[src/rtl/multdiv_pkg.sv]
// Shared definitions for the multdiv unit: divider sequencer state encoding
// and default sizing.
package multdiv_pkg;

  localparam int WIDTH   = 32;
  localparam int TIMEOUT = 48;

  typedef enum logic [1:0] {
    IDLE   = 2'd0,
    LAUNCH = 2'd1,
    WAIT   = 2'd2,
    FIXUP  = 2'd3
  } state_t;

endpackage

[src/rtl/twos_neg.sv]
// Conditional two's-complement negate: passes the input through, or returns
// its negation modulo 2^WIDTH when enabled.
module twos_neg #(
  parameter int WIDTH = multdiv_pkg::WIDTH
) (
  input  logic [WIDTH-1:0] i_in,
  input  logic             i_en,
  output logic [WIDTH-1:0] o_out
);

  assign o_out = i_en ? (~i_in + WIDTH'(1)) : i_in;

endmodule

[src/rtl/div_ctrl.sv]
// Signed front-end for the unsigned iterative divider core: captures a
// request, feeds operand magnitudes to the core, waits for its ready flag
// (with a watchdog), then sign-corrects and returns a registered quotient.
module div_ctrl
  import multdiv_pkg::*;
#(
  parameter int WIDTH   = multdiv_pkg::WIDTH,
  parameter int TIMEOUT = multdiv_pkg::TIMEOUT
) (
  input  logic             clock,
  input  logic             reset_n,
  input  logic             ctrl_DIV,
  input  logic [WIDTH-1:0] data_operandA,
  input  logic [WIDTH-1:0] data_operandB,
  output logic [WIDTH-1:0] data_result,
  output logic             data_exception,
  output logic             data_resultRDY,
  output logic             busy,
  output logic [WIDTH-1:0] core_operandA,
  output logic [WIDTH-1:0] core_operandB,
  output logic             core_start,
  input  logic [WIDTH-1:0] core_result,
  input  logic             core_resultRDY
);

  localparam int CW = $clog2(TIMEOUT + 1);

  state_t           r_state, w_next;
  logic [WIDTH-1:0] r_mag_a, r_mag_b, r_quot, r_result;
  logic             r_sign_q, r_zero_b, r_timeout, r_exception, r_rdy;
  logic [CW-1:0]    r_wd_cnt, w_wd_inc;
  logic [WIDTH-1:0] w_mag_a, w_mag_b, w_fixed;
  logic             w_zero_b, w_accept, w_expire, w_deliver;

  // Magnitudes of the incoming operands and the sign-corrected quotient.
  twos_neg #(.WIDTH(WIDTH)) u_neg_a (
    .i_in (data_operandA),
    .i_en (data_operandA[WIDTH-1]),
    .o_out(w_mag_a)
  );

  twos_neg #(.WIDTH(WIDTH)) u_neg_b (
    .i_in (data_operandB),
    .i_en (data_operandB[WIDTH-1]),
    .o_out(w_mag_b)
  );

  twos_neg #(.WIDTH(WIDTH)) u_neg_q (
    .i_in (r_quot),
    .i_en (r_sign_q),
    .o_out(w_fixed)
  );

  assign w_zero_b       = (data_operandB == '0);
  assign w_wd_inc       = r_wd_cnt + CW'(1);
  assign busy           = (r_state != IDLE);
  assign core_start     = (r_state == LAUNCH);
  assign core_operandA  = r_mag_a;
  assign core_operandB  = r_mag_b;
  assign data_result    = r_result;
  assign data_exception = r_exception;
  assign data_resultRDY = r_rdy;

  // State register.
  always_ff @(posedge clock or negedge reset_n) begin
    // NOTE: sequential state uses non-blocking assignments so every register
    // samples pre-edge values, independent of block ordering.
    if (!reset_n) r_state <= IDLE;
    else          r_state <= w_next;
  end

  // Next-state decode plus one-cycle strobes for the datapath.
  always_comb begin
    // NOTE: every output of this block is defaulted first so no path can
    // leave one unassigned and infer a latch.
    w_next    = r_state;
    w_accept  = 1'b0;
    w_expire  = 1'b0;
    w_deliver = 1'b0;
    case (r_state)
      IDLE:   ;
      LAUNCH: w_next = WAIT;
      WAIT: begin
        // The core's ready flag is stale in the first WAIT cycle (count 0).
        if ((r_wd_cnt != '0) && core_resultRDY) begin
          w_accept = 1'b1;
          w_next   = FIXUP;
        end else if (w_wd_inc == CW'(TIMEOUT)) begin
          w_expire = 1'b1;
          w_next   = FIXUP;
        end
      end
      FIXUP: begin
        w_deliver = 1'b1;
        w_next    = IDLE;
      end
      default: w_next = IDLE;
    endcase
    // A new request always wins and silently aborts any operation in flight.
    if (ctrl_DIV) begin
      w_next    = w_zero_b ? FIXUP : LAUNCH;
      w_accept  = 1'b0;
      w_expire  = 1'b0;
      w_deliver = 1'b0;
    end
  end

  // Operand capture, watchdog, quotient capture and output registers.
  always_ff @(posedge clock or negedge reset_n) begin
    if (!reset_n) begin
      r_mag_a     <= '0;
      r_mag_b     <= '0;
      r_sign_q    <= 1'b0;
      r_zero_b    <= 1'b0;
      r_timeout   <= 1'b0;
      r_quot      <= '0;
      r_wd_cnt    <= '0;
      r_result    <= '0;
      r_exception <= 1'b0;
      r_rdy       <= 1'b0;
    end else begin
      r_rdy <= w_deliver;
      if (ctrl_DIV) begin
        r_sign_q  <= data_operandA[WIDTH-1] ^ data_operandB[WIDTH-1];
        r_mag_a   <= w_mag_a;
        r_mag_b   <= w_mag_b;
        r_zero_b  <= w_zero_b;
        r_timeout <= 1'b0;
      end
      if (r_state == LAUNCH)    r_wd_cnt <= '0;
      else if (r_state == WAIT) r_wd_cnt <= w_wd_inc;
      if (w_accept) r_quot    <= core_result;
      if (w_expire) r_timeout <= 1'b1;
      if (w_deliver) begin
        r_result    <= (r_zero_b | r_timeout) ? '0 : w_fixed;
        r_exception <= r_zero_b | r_timeout;
      end
    end
  end

endmodule

[config.mk]
export PLATFORM = sky130hd
export DESIGN_NAME = div_ctrl
export DESIGN_NICKNAME = d
export VERILOG_FILES = /design/src/rtl/multdiv_pkg.sv /design/src/rtl/twos_neg.sv /design/src/rtl/div_ctrl.sv
export SDC_FILE = /design/constraint.sdc
export NUM_CORES = 1
export LEC_CHECK = 0
export CAP_MARGIN = 5
export CORE_ASPECT_RATIO = 0.9
export CORE_MARGIN = 5
export CORE_UTILIZATION = 58
export DETAILED_ROUTE_END_ITERATION = 10
export DONT_BUFFER_PORTS = 1
export PLACE_DENSITY_LB_ADDON = 0.15
export SLEW_MARGIN = 20
export SYNTH_ARGS = -nofsm -noshare
export SYNTH_HDL_FRONTEND = slang
export SYNTH_SLANG_ARGS = --single-unit
[constraint.sdc]
create_clock -name clock -period 1.98 [get_ports clock]
set_input_delay 0.396 -clock clock [delete_from_list [all_inputs] [get_ports clock]]
set_output_delay 0.396 -clock clock [all_outputs]
set_load 0.02 [all_outputs]
==> metrics, run 1 <==
Post-DP HPWL=13000 um; Slew Viols, Final=0; failing checks=hold timing, setup timing; unrepaired setup endpoints after global routing=true; Leak=0.00379 uW; Tot GR Track Use=0.248; TritonCTS clock tree=done; Hold Crit Class=in -> async; FF-to-FF End=data_result[30]; Port Buffers=0; DRC viols=0; worst vdd ir=0.000932 V; Post-Place Worst Slack=-226 ps; Sink Count=141; Post-synth top flop=dfrtp_1; # rows=39; Worst Reg-to-Reg Cells=5; max_slew headroom=0.601; drt first pass iters=5; Post-synth EDFFs=0; Setup Crit Path Kind=reg -> reg; Starting Density=0.586; pwr dens=1300 nW/um2; largest net degree at the start of global routing=142; Worst path max stage delay=550 ps; fraction of layout cells with a size suffix above 1=0.194; status=finished, violations left; Worst Skew=8.95 ps; # H-tree levels=4; Startpoint Class=flip-flop; final setup margin=-108 ps; Fmax achieved=0.479 GHz; root buf cell=clkbuf_16; RR Startpoint=r_quot[28]; Ports=200; first-iteration detailed-routing DRC count=471; Total Neg Setup Slack=-279 ps; Avg WL per Cell=20.1 um; clock latency on the worst-skew pair=420 ps; initial antenna violation count=0; distinct cell type count after synthesis=47; first-pass GRT wire length=29600 um; CP Capture Type=flip-flop; die height=117 um; CP most frequent cell=or4_4; vias in the first global route=5786; CP cell instances=or4_4, or4_4, o41ai_4, xor2_1, o21ai_1; Syn-to-layout area delta=16.3%; ys async rst share=1.00; number of max-cap violations=0; syn nets=843; Avg Cell Area, Syn=10.1 um2; Post-Synthesis Cells=733; CTS Buffer Depth=2; Post-Syn Area=7370 um2; yosys warns=0; Final Critical Period=2090 ps; Final Hold Viols=141; Reg clk slew, reported paths=60 ps; Die Width=129 um; Final period util=1.05; full die area=15100 um2; Detail Route Antenna Nets=0; crit path DAT=2380 ps; worst slew pin tran=599 ps; TritonCTS buffer count=17; Final Setup Violations=5; crit path max fanout=2; sequential area share after synthesis=0.479; FF-to-FF setup slack=-110 ps; hold slack=-326 ps; Final nets=874; Diodes inserted=0; GRT Residual Overflow=0; Slowest-stage cell, CP=or4_4; Total Wirelength=18800 um; GP Congestion=0.882; CP required=2270 ps; Vias/cell=6.09; register bit total from synthesis=141; routed vias=5707; placeable core region=12600 um2
==> routing by layer <==
layer / share of wire / track usage / vias to the layer above
met1: 0.42 / 0.319 / 2791
met3: 0.090 / 0.0903 / 29
met4: 0.022 / 0.0924 / 0
met2: 0.47 / 0.389 / 195
li1: - / - / 2692
met5: 0 / 0 / -
==> cells in the mapped netlist (all sizes together) (11+ instances only) <==
master  number  share of area
nor2        70          0.036
inv         17         0.0087
or3         11         0.0093
nand2       59          0.030
o21ai       51          0.035
a21oi       61          0.041
dfrtp      141           0.48
nor4        15          0.014
mux2        36          0.055
o41ai       26          0.041
xor2        83          0.099
clkbuf      28          0.014
o31ai       32          0.033
==> worst max-delay path, delay by kind of cell (launching register included) <==
| kind | cells | cell delay, ps |
|---|---|---|
| flops | 1 | 380 |
| simple gates | 2 | 1090 |
| compound gates | 2 | 320 |
| xor+xnor | 1 | 190 |
==> kinds of logic after synthesis <==
kind of cell | after synthesis | share of synthesized area
simple gates | 215 | 0.146
compound gates | 182 | 0.162
flops | 141 | 0.479
xor+xnor | 89 | 0.106
buf+inv | 55 | 0.0294
mux | 41 | 0.0618
fa+ha+maj | 10 | 0.0170
==> power breakdown <==
part	leakage [uW]	internal [uW]	switching [uW]
sequential	0.00169	3740	1380
combinational	0.00184	1520	1610
clock	0.000256	1800	1110
total	0.00379	7060	4100
==> registers in the layout, summed over array words and instances, names as in the netlist <==
signal	flops
core_operandA	32
core_operandB	32
data_result	32
r_quot	32
r_wd_cnt	6
r_state	2
data_exception	1
data_resultRDY	1
r_sign_q	1
r_timeout	1
r_zero_b	1
==> worst max-delay path by stage <==
| stage | end | cells past startpoint | start |
|---|---|---|---|
| floorplan | core_operandB[27] | 6 | data_operandB[20] |
| global placement | core_operandB[27] | 5 | data_operandB[20] |
| detailed placement | core_operandB[27] | 5 | data_operandB[20] |
| CTS | data_result[30] | 5 | r_quot[22] |
| global route | data_result[16] | 8 | r_quot[4] |
| finish | data_result[30] | 5 | r_quot[28] |
==> placed cells by master (no fill, tap or decap), types with 6 or more instances in the layout <==
master,count
dfrtp_1,141
xor2_1,83
nor2_1,70
a21oi_1,61
nand2_1,58
buf_4,45
o21ai_0,44
mux2_2,35
o31ai_1,26
inv_1,17
clkbuf_16,17
or3_1,11
o41ai_1,10
nor4_1,10
o41ai_2,10
ha_1,10
nand3_1,7
o21ai_1,7
nor3_1,7
nand4b_1,6
o41ai_4,6
xnor2_1,6
clkbuf_1,6
==> layout make-up <==
type,instances,area (um2)
Fill cell,991,4010
Sequential cell,141,3530
Clock inverter,2,35.0
Tap cell,164,205
Inverter,17,63.8
Multi-Input combinational cell,537,3830
Timing Repair Buffer,50,420
Clock buffer,26,489
==> repair_timing <==
action | CTS | global route
gates resized for setup | 9 | 12
endpoints found under the setup margin | 8 | 18
setup buffers | 4 | 4
hold endpoints to repair | 141 | 141
pin swaps | 5 | 7
==> through the flow <==
stage | cells | cell area [um2] | utilization | hold slack, ps | total power, uW
after global placement | 901 | 7860 | 0.624 | 104 | 7810
after detailed placement | 901 | 7860 | 0.624 | 104 | 7990
final | 937 | 8580 | 0.681 | -326 | 11200
after global routing | 937 | 8580 | 0.681 | -350 | 11800
after floorplan | 733 | 7470 | - | 100 | 6960
after CTS | 933 | 8470 | 0.673 | -339 | 11100
No activity file was read; power rests on OpenSTA's default activity.
==> run 2: changes to the inputs <==
--- a/config.mk
+++ b/config.mk
@@ -11,6 +11,7 @@
 export CORE_UTILIZATION = 58
 export DETAILED_ROUTE_END_ITERATION = 10
 export DONT_BUFFER_PORTS = 1
+export MAX_ROUTING_LAYER = met4
 export PLACE_DENSITY_LB_ADDON = 0.15
 export SLEW_MARGIN = 20
 export SYNTH_ARGS = -nofsm -noshare
==> run 2 against run 1 <==
  * The flow still finishes with violations (hold timing, setup timing)
  * Clock power about the same
  * Cell count unchanged
  * Critical path depth unchanged
  * Fmax about the same
  * First-iteration DRC count down 11%
==> metrics, run 2 (synthesis results as in run 1) <==
DRC viols=0 (unchanged); CP required=2270 ps (about the same); Detail Route Antenna Nets=0 (unchanged); TritonCTS buffer count=17 (unchanged); worst slew pin tran=592 ps (was 599 ps); placeable core region=12600 um2 (unchanged); Slew Viols, Final=0 (unchanged); Sink Count=141 (unchanged); routed vias=5703 (was 5707); crit path DAT=2370 ps (was 2380 ps); Ports=200 (unchanged); # H-tree levels=4 (unchanged); Port Buffers=0 (unchanged); Diodes inserted=0 (unchanged); TritonCTS clock tree=done (unchanged); Total Wirelength=18800 um (about the same); CP most frequent cell=or4_4 (unchanged); Slowest-stage cell, CP=or4_4 (unchanged); Final period util=1.06 (was 1.05); Placed Area=7860 um2 (unchanged); GRT Residual Overflow=0 (unchanged); Final Critical Period=2090 ps (about the same); largest net degree at the start of global routing=142 (unchanged); Fmax achieved=0.479 GHz (about the same); buffers plus inverters on the worst setup path=0 (unchanged); Starting Density=0.586 (unchanged); CP Capture Type=flip-flop (unchanged); Leak=0.00379 uW (unchanged); failing checks=hold timing, setup timing (unchanged); Hold Crit Class=in -> async (unchanged); worst vdd ir=0.000933 V (was 0.000932 V); GP Congestion=0.897 (was 0.882); Worst Skew=10.1 ps (was 8.95 ps); Startpoint Class=flip-flop (unchanged); number of max-cap violations=0 (unchanged); Setup Crit Path Kind=reg -> reg (unchanged); first-iteration detailed-routing DRC count=418 (was 471); filler instances=991 (unchanged); clock latency on the worst-skew pair=420 ps (about the same); Die Width=129 um (unchanged); final non-filler cell total=937 (unchanged); Post-DP HPWL=13000 um (unchanged); CP cell instances=or4_4, or4_4, o41ai_4, xor2_1, o21ai_1 (unchanged); Finished Cell Area=8580 um2 (unchanged); status=finished, violations left (unchanged); crit path max fanout=2 (unchanged); Reg clk slew, reported paths=60 ps (about the same); first-pass GRT wire length=29600 um (about the same); max_slew headroom=0.605 (was 0.601); hold slack=-322 ps (was -326 ps); Final nets=874 (unchanged); Avg WL per Cell=20.1 um (about the same); root buf cell=clkbuf_16 (unchanged); Power Total=11200 uW (about the same); CTS Buffer Depth=2 (unchanged); Worst path top cell family by delay=simple AND/OR/NAND/NOR gates (unchanged); # rows=39 (unchanged); placed cell count=901 (unchanged); commonest non-fill, non-tap cell in the layout=dfrtp_1 (unchanged); Final Setup Violations=8 (was 5); unrepaired setup endpoints after global routing=true (unchanged); Syn-to-layout area delta=16.3% (unchanged); die height=117 um (unchanged); fraction of layout cells with a size suffix above 1=0.194 (unchanged); drt first pass iters=5 (unchanged); vias in the first global route=5798 (was 5786); pwr dens=1300 nW/um2 (about the same); Worst path max stage delay=550 ps (about the same); final setup margin=-109 ps (was -108 ps); Tot GR Track Use=0.256 (was 0.248); commonest non-fill, non-tap cells in the layout=dfrtp_1 (141), xor2_1 (83), nor2_1 (70), a21oi_1 (61), nand2_1 (58) (unchanged); fin util=0.681 (unchanged); Final Hold Viols=141 (unchanged); full die area=15100 um2 (unchanged); initial antenna violation count=0 (unchanged); Vias/cell=6.09 (about the same)
run 2: layout make-up:
type	count	area (um2)	share of cell area
Multi-Input combinational cell	537	3830	0.447
Sequential cell	141	3530	0.411
Clock buffer	26	489	0.0570
Timing Repair Buffer	50	420	0.0490
Tap cell	164	205	0.0239
Inverter	17	63.8	0.00744
Clock inverter	2	35.0	0.00408
run 2: metal layers:
layer | GRT usage | vias to the layer above | share of wire
li1 | - | 2690 | -
met1 | 0.323 | 2800 | 0.42
met2 | 0.388 | 189 | 0.47
met3 | 0.0862 | 24 | 0.088
met4 | 0.0924 | 0 | 0.020
met5 | - | - | 0
run 2: worst reg2reg max path, stage by stage, from the launching register on:
cell	delay, ps
dfrtp_1	380
or4_4	540
or4_4	550
o41ai_4	240
xor2_1	190
o21ai_1	80
run 2: per-stage QoR:
step,hold WS [ps],setup WS [ps],TNS [ps]
final,-322,-109,-290
after CTS,-339,-96.1,-182
after detailed placement,104,-226,-2180
after global placement,104,-173,-1540
after floorplan,100,-174,-1230
after global routing,-350,-174,-1420
run 2: path summary, 6_finish.rpt:
kind	from	cells past startpoint	slack (ps)	to
max	r_quot[28]	5	-110	data_result[30]
min	reset_n	0	-320	data_result[21]
max reg2reg	r_quot[28]	5	-110	data_result[30]
min reg2reg	r_zero_b	1	510	r_zero_b
max in group asynchronous	reset_n	0	2130	core_operandB[1]
min in group clock	ctrl_DIV	1	80	core_operandA[22]
run 2: what timing repair did:
action / 4_1_cts / 5_1_grt
setup endpoints to repair: 8 / 18
endpoints found under the hold margin: 141 / 141
setup buffers: 4 / 4
pin swaps: 5 / 7
gates resized for setup: 9 / 12
run 2: power by group:
part           total, uW  switching, uW  leakage, uW  internal [uW]
Clock               2910           1120     0.000256           1800
Combinational       3130           1610      0.00184           1520
Sequential          5120           1380      0.00169           3740
Total              11200           4110      0.00379           7060
==> RTL edit 1, RTL diff (flow settings as in run 2) <==
Set the package constant `TIMEOUT` to 96 (it was 48).
--- a/src/rtl/multdiv_pkg.sv
+++ b/src/rtl/multdiv_pkg.sv
@@ -5,3 +5,3 @@
   localparam int WIDTH   = 32;
-  localparam int TIMEOUT = 48;
+  localparam int TIMEOUT = 96;
 
Formal check against the unedited RTL: same outputs for any inputs over 10 cycles, from zero or initial values and one cycle with reset_n low; that may be too few to reach the edited logic, so the function may still have changed.
==> RTL edit 1 against run 2 <==
Critical path depth unchanged; area after synthesis up 0.36%; routed wire length down 0.40%; first-iteration DRC count up 8.9%; critical endpoint is now data_result[29]; critical path type unchanged; largest power group unchanged; setup slack better by 0.097 ns; design area up 1.2%; total power up 1.6%; cell count up 1.5%; sequential cell count up 1; sequential share of layout area down 0.20 points; the run still ends with negative hold slack, negative setup slack left.
==> RTL edit 1: results (changes against run 2) <==
{
  "outcome": {
    "status": {"value": "finished, violations left", "change": "unchanged"},
    "failing_checks": {"value": "negative hold slack, negative setup slack", "change": "unchanged"}
  },
  "sta": {
    "postLayoutSetupSlackWorst": {"value": -0.0122, "unit": "ns", "change": "was -0.109 ns"},
    "fin_skew": {"value": 0.00730, "unit": "ns", "change": "was 0.0101 ns"},
    "setup_viol": {"value": 1, "change": "was 8"},
    "fin_hold_ws": {"value": -0.334, "unit": "ns", "change": "was -0.322 ns"},
    "finalHoldViolCount": {"value": 142, "change": "was 141"},
    "finalSetupTns": {"value": -0.0122, "unit": "ns", "change": "was -0.290 ns"},
    "tightest_slew": {"value": 0.484, "unit": "ns", "change": "was 0.592 ns"}
  },
  "logic_synthesis": {
    "synthCells": {"value": 748, "change": "was 733"},
    "synth.yosys.seq_area_share": {"value": 0.480, "change": "was 0.479"},
    "netlist_top_cells_count": {"value": "dfrtp_1, xor2_1, nor2_1", "change": "unchanged"},
    "synth_fa_ha_area_frac": {"value": 0.0169, "change": "was 0.0170"},
    "synth_xor_area_frac": {"value": 0.104, "change": "was 0.106"},
    "number_of_nets_produced_by_synthesis": {"value": 858, "change": "was 843"},
    "ys_types": {"value": 49, "change": "was 47"}
  },
  "critical_path": {
    "worstReg2RegStart": {"value": "r_quot[26]", "change": "was r_quot[28]"},
    "cp_data_arrival_time": {"value": 2.28, "unit": "ns", "change": "was 2.37 ns"},
    "crit_path_largest_cell_delay": {"value": 0.58, "unit": "ns", "change": "was 0.55 ns"},
    "ff2ff_setup_slack": {"value": -0.01, "unit": "ns", "change": "was -0.11 ns"},
    "critPathMaxFanout": {"value": 4, "change": "was 2"}
  },
  "pwr": {
    "p_leak": {"value": 3.79, "unit": "nW", "change": "about the same"},
    "vdd_drop_max": {"value": 0.000700, "unit": "V", "change": "was 0.000933 V"}
  },
  "final_layout": {
    "post_route_cells_drive_above_1_share": {"value": 0.197, "change": "was 0.194"}
  },
  "grt": {
    "grtUsageMet1": {"value": 0.285, "change": "was 0.323"},
    "global_route.usage.total": {"value": 0.243, "change": "was 0.256"},
    "pin_count_of_the_biggest_net_entering_global_routing": {"value": 143, "change": "was 142"}
  },
  "placement": {
    "dpl_worst_slack": {"value": -0.254, "unit": "ns", "change": "was -0.226 ns"},
    "placed_cell_area": {"value": 7780, "unit": "µm²", "change": "was 7860 µm²"},
    "placedCellCount": {"value": 912, "change": "was 901"}
  },
  "detailed_routing": {
    "via_per_inst": {"value": 6.04, "change": "was 6.09"},
    "drt_iter0_markers": {"value": 455, "change": "was 418"}
  },
  "clock_network": {
    "post-cts-setup-buffer-count": {"value": 0, "change": "was 4"}
  }
}
## RTL edit 1: changes by cell type in the layout (fill, tap and decap cells not counted), sizes merged, moves of 4 or more
cell    change
nand2b      +4
clkinv      +8
buf         -7
nand4b      -4
nand2       -5
nor2        +7
o21ai       +8
clkbuf      -5
## RTL edit 1: power groups by stage
| stage | sequential [mW] | clock, mW | combinational [mW] |
|---|---|---|---|
| global placement | 5.05 | 0 | 2.51 |
| floorplan | 4.93 | 0 | 1.92 |
| finish | 5.12 | 3.17 | 3.05 |
| global route | 5.24 | 3.37 | 3.38 |
| detailed placement | 5.10 | 0 | 2.64 |
| CTS | 5.07 | 3.22 | 2.73 |
## RTL edit 1: area by class of cell
class / count / area (µm²)
antenna: 1 / 2.50
clock buffer: 19 / 443
clock inverter: 13 / 143
fill: 957 / 3910
inverter: 18 / 67.6
multi-input combinational: 549 / 3870
sequential: 142 / 3550
tap: 164 / 205
timing repair buffer: 45 / 400
==> RTL edit 2, RTL diff (config.mk and constraints of run 2) <==
Made on the original files. Re-encode `state_t` (4 states) as one-hot, 4 bits wide.
--- a/src/rtl/multdiv_pkg.sv
+++ b/src/rtl/multdiv_pkg.sv
@@ -7,7 +7,7 @@
 
-  typedef enum logic [1:0] {
-    IDLE   = 2'd0,
-    LAUNCH = 2'd1,
-    WAIT   = 2'd2,
-    FIXUP  = 2'd3
+  typedef enum logic [3:0] {
+    IDLE   = 4'b0001,
+    LAUNCH = 4'b0010,
+    WAIT   = 4'b0100,
+    FIXUP  = 4'b1000
   } state_t;
Check against the original RTL: same outputs for any inputs over 10 cycles, from zero or initial values and one cycle with reset_n low; not proved beyond that.
==> RTL edit 2 against run 2 <==
The flow finishes with violations (negative hold slack); critical path depth did not move; total power decreased by 27%; setup slack better by 0.12 ns; area after synthesis increased by 1.4%; count of clock-buffer cells in the layout unchanged; sequential cell count rose by 2; design area fell by 1.2%; non-clock buffer count fell by 16; routed wire length up 1.1%; clock skew about the same; critical path type unchanged.
==> RTL edit 2: results (changes against run 2) <==
{
  "logic_synthesis": {
    "synth_xor_area_frac": {"value": 0.108, "change": "was 0.106"},
    "ys_types": {"value": 53, "change": "was 47"},
    "netlist_top_cells_area": {"value": "dfrtp_1, xor2_1, mux2_2", "change": "unchanged"},
    "number_of_nets_produced_by_synthesis": {"value": 857, "change": "was 843"},
    "synth_fa_ha_area_frac": {"value": 0.0100, "change": "was 0.0170"},
    "synth.yosys.seq_area_share": {"value": 0.479, "change": "about the same"},
    "post_synthesis_compound_gate_area_fraction": {"value": 0.160, "change": "was 0.162"},
    "mappedNetlistArea": {"value": 7480, "unit": "µm²", "change": "was 7370 µm²"},
    "yosys-mux-area-fraction": {"value": 0.0552, "change": "was 0.0618"},
    "synthCells": {"value": 751, "change": "was 733"}
  },
  "sta": {
    "fin_hold_ws": {"value": -0.331, "unit": "ns", "change": "was -0.322 ns"},
    "maxSlewHeadroom": {"value": 0.592, "change": "was 0.605"},
    "finalHoldViolCount": {"value": 143, "change": "was 141"}
  },
  "grt": {
    "first_global_vias": {"value": 5783, "change": "was 5,798"},
    "pin_count_of_the_biggest_net_entering_global_routing": {"value": 144, "change": "was 142"},
    "global_route.usage.total": {"value": 0.254, "change": "was 0.256"}
  },
  "clock_network": {
    "cts_num_sinks": {"value": 143, "change": "was 141"}
  },
  "final_layout": {
    "bufAreaShareNonClock": {"value": 0.0325, "change": "was 0.0490"},
    "area_growth_syn_to_layout": {"value": 13.3, "unit": "%", "change": "was 16.3%"},
    "post_layout_nonfiller_instances": {"value": 942, "change": "was 937"},
    "post_route_cells_drive_above_1_share": {"value": 0.180, "change": "was 0.194"},
    "num-nonclk-buffers": {"value": 34, "change": "was 50"},
    "fill_cells": {"value": 1021, "change": "was 991"},
    "n_all_inverters": {"value": 15, "change": "was 17"},
    "num-nets-final": {"value": 872, "change": "was 874"}
  },
  "detailed_routing": {
    "drt_iter0_markers": {"value": 451, "change": "was 418"},
    "finalWirelength": {"value": 19000, "unit": "µm", "change": "was 18,800 µm"}
  },
  "pwr": {
    "comb-power": {"value": 1.60, "unit": "mW", "change": "was 3.13 mW"},
    "vdd_drop_max": {"value": 0.000551, "unit": "V", "change": "was 0.000933 V"},
    "combinationalPowerShare": {"value": 0.196, "change": "was 0.281"},
    "switchingPower": {"value": 2.43, "unit": "mW", "change": "was 4.11 mW"}
  },
  "placement": {
    "place_hpwl": {"value": 13000, "unit": "µm", "change": "about the same"},
    "dpl_worst_slack": {"value": -0.0828, "unit": "ns", "change": "was -0.226 ns"},
    "gpl.final_weighted_congestion": {"value": 0.890, "change": "was 0.897"},
    "placedCellCount": {"value": 911, "change": "was 901"}
  },
  "critical_path": {
    "cp_data_arrival_time": {"value": 2.26, "unit": "ns", "change": "was 2.37 ns"},
    "slowest_cp_cell": {"value": "or4b_4", "change": "was or4_4"},
    "crit_path_largest_cell_delay": {"value": 0.51, "unit": "ns", "change": "was 0.55 ns"}
  },
  "outcome": {
    "status": {"value": "finished, violations left", "change": "unchanged"},
    "failing_checks": {"value": "negative hold slack", "change": "was negative hold slack, negative setup slack"}
  }
}
## RTL edit 2: changes by cell type in the layout (fill, tap and decap cells not counted), sizes merged, moves of 6 or more
cell / run 2 / this run
or4: 10 / 4
nand2: 59 / 70
nor2: 70 / 79
o21ai: 51 / 43
buf: 50 / 34
o31ai: 32 / 49
## RTL edit 2: routing by layer
| metal | vias up | global-route usage | share of wire |
|---|---|---|---|
| li1 | 2709 | - | - |
| met2 | 221 | 0.399 | 0.49 |
| met5 | - | - | 0 |
| met4 | 0 | 0.0773 | 0.016 |
| met1 | 2769 | 0.296 | 0.39 |
| met3 | 27 | 0.110 | 0.099 |
## RTL edit 2: path summary, 6_finish.rpt
check	from	endpoint	slack, ns	cells past startpoint
max	r_quot[24]	data_result[27]	0.01	5
min	reset_n	r_quot[15]	-0.33	0
max reg2reg	r_quot[24]	data_result[27]	0.01	5
min reg2reg	r_sign_q	r_sign_q	0.52	2
max in group asynchronous	reset_n	r_state[0]	2.08	0
min in group clock	ctrl_DIV	core_operandA[12]	0.07	1
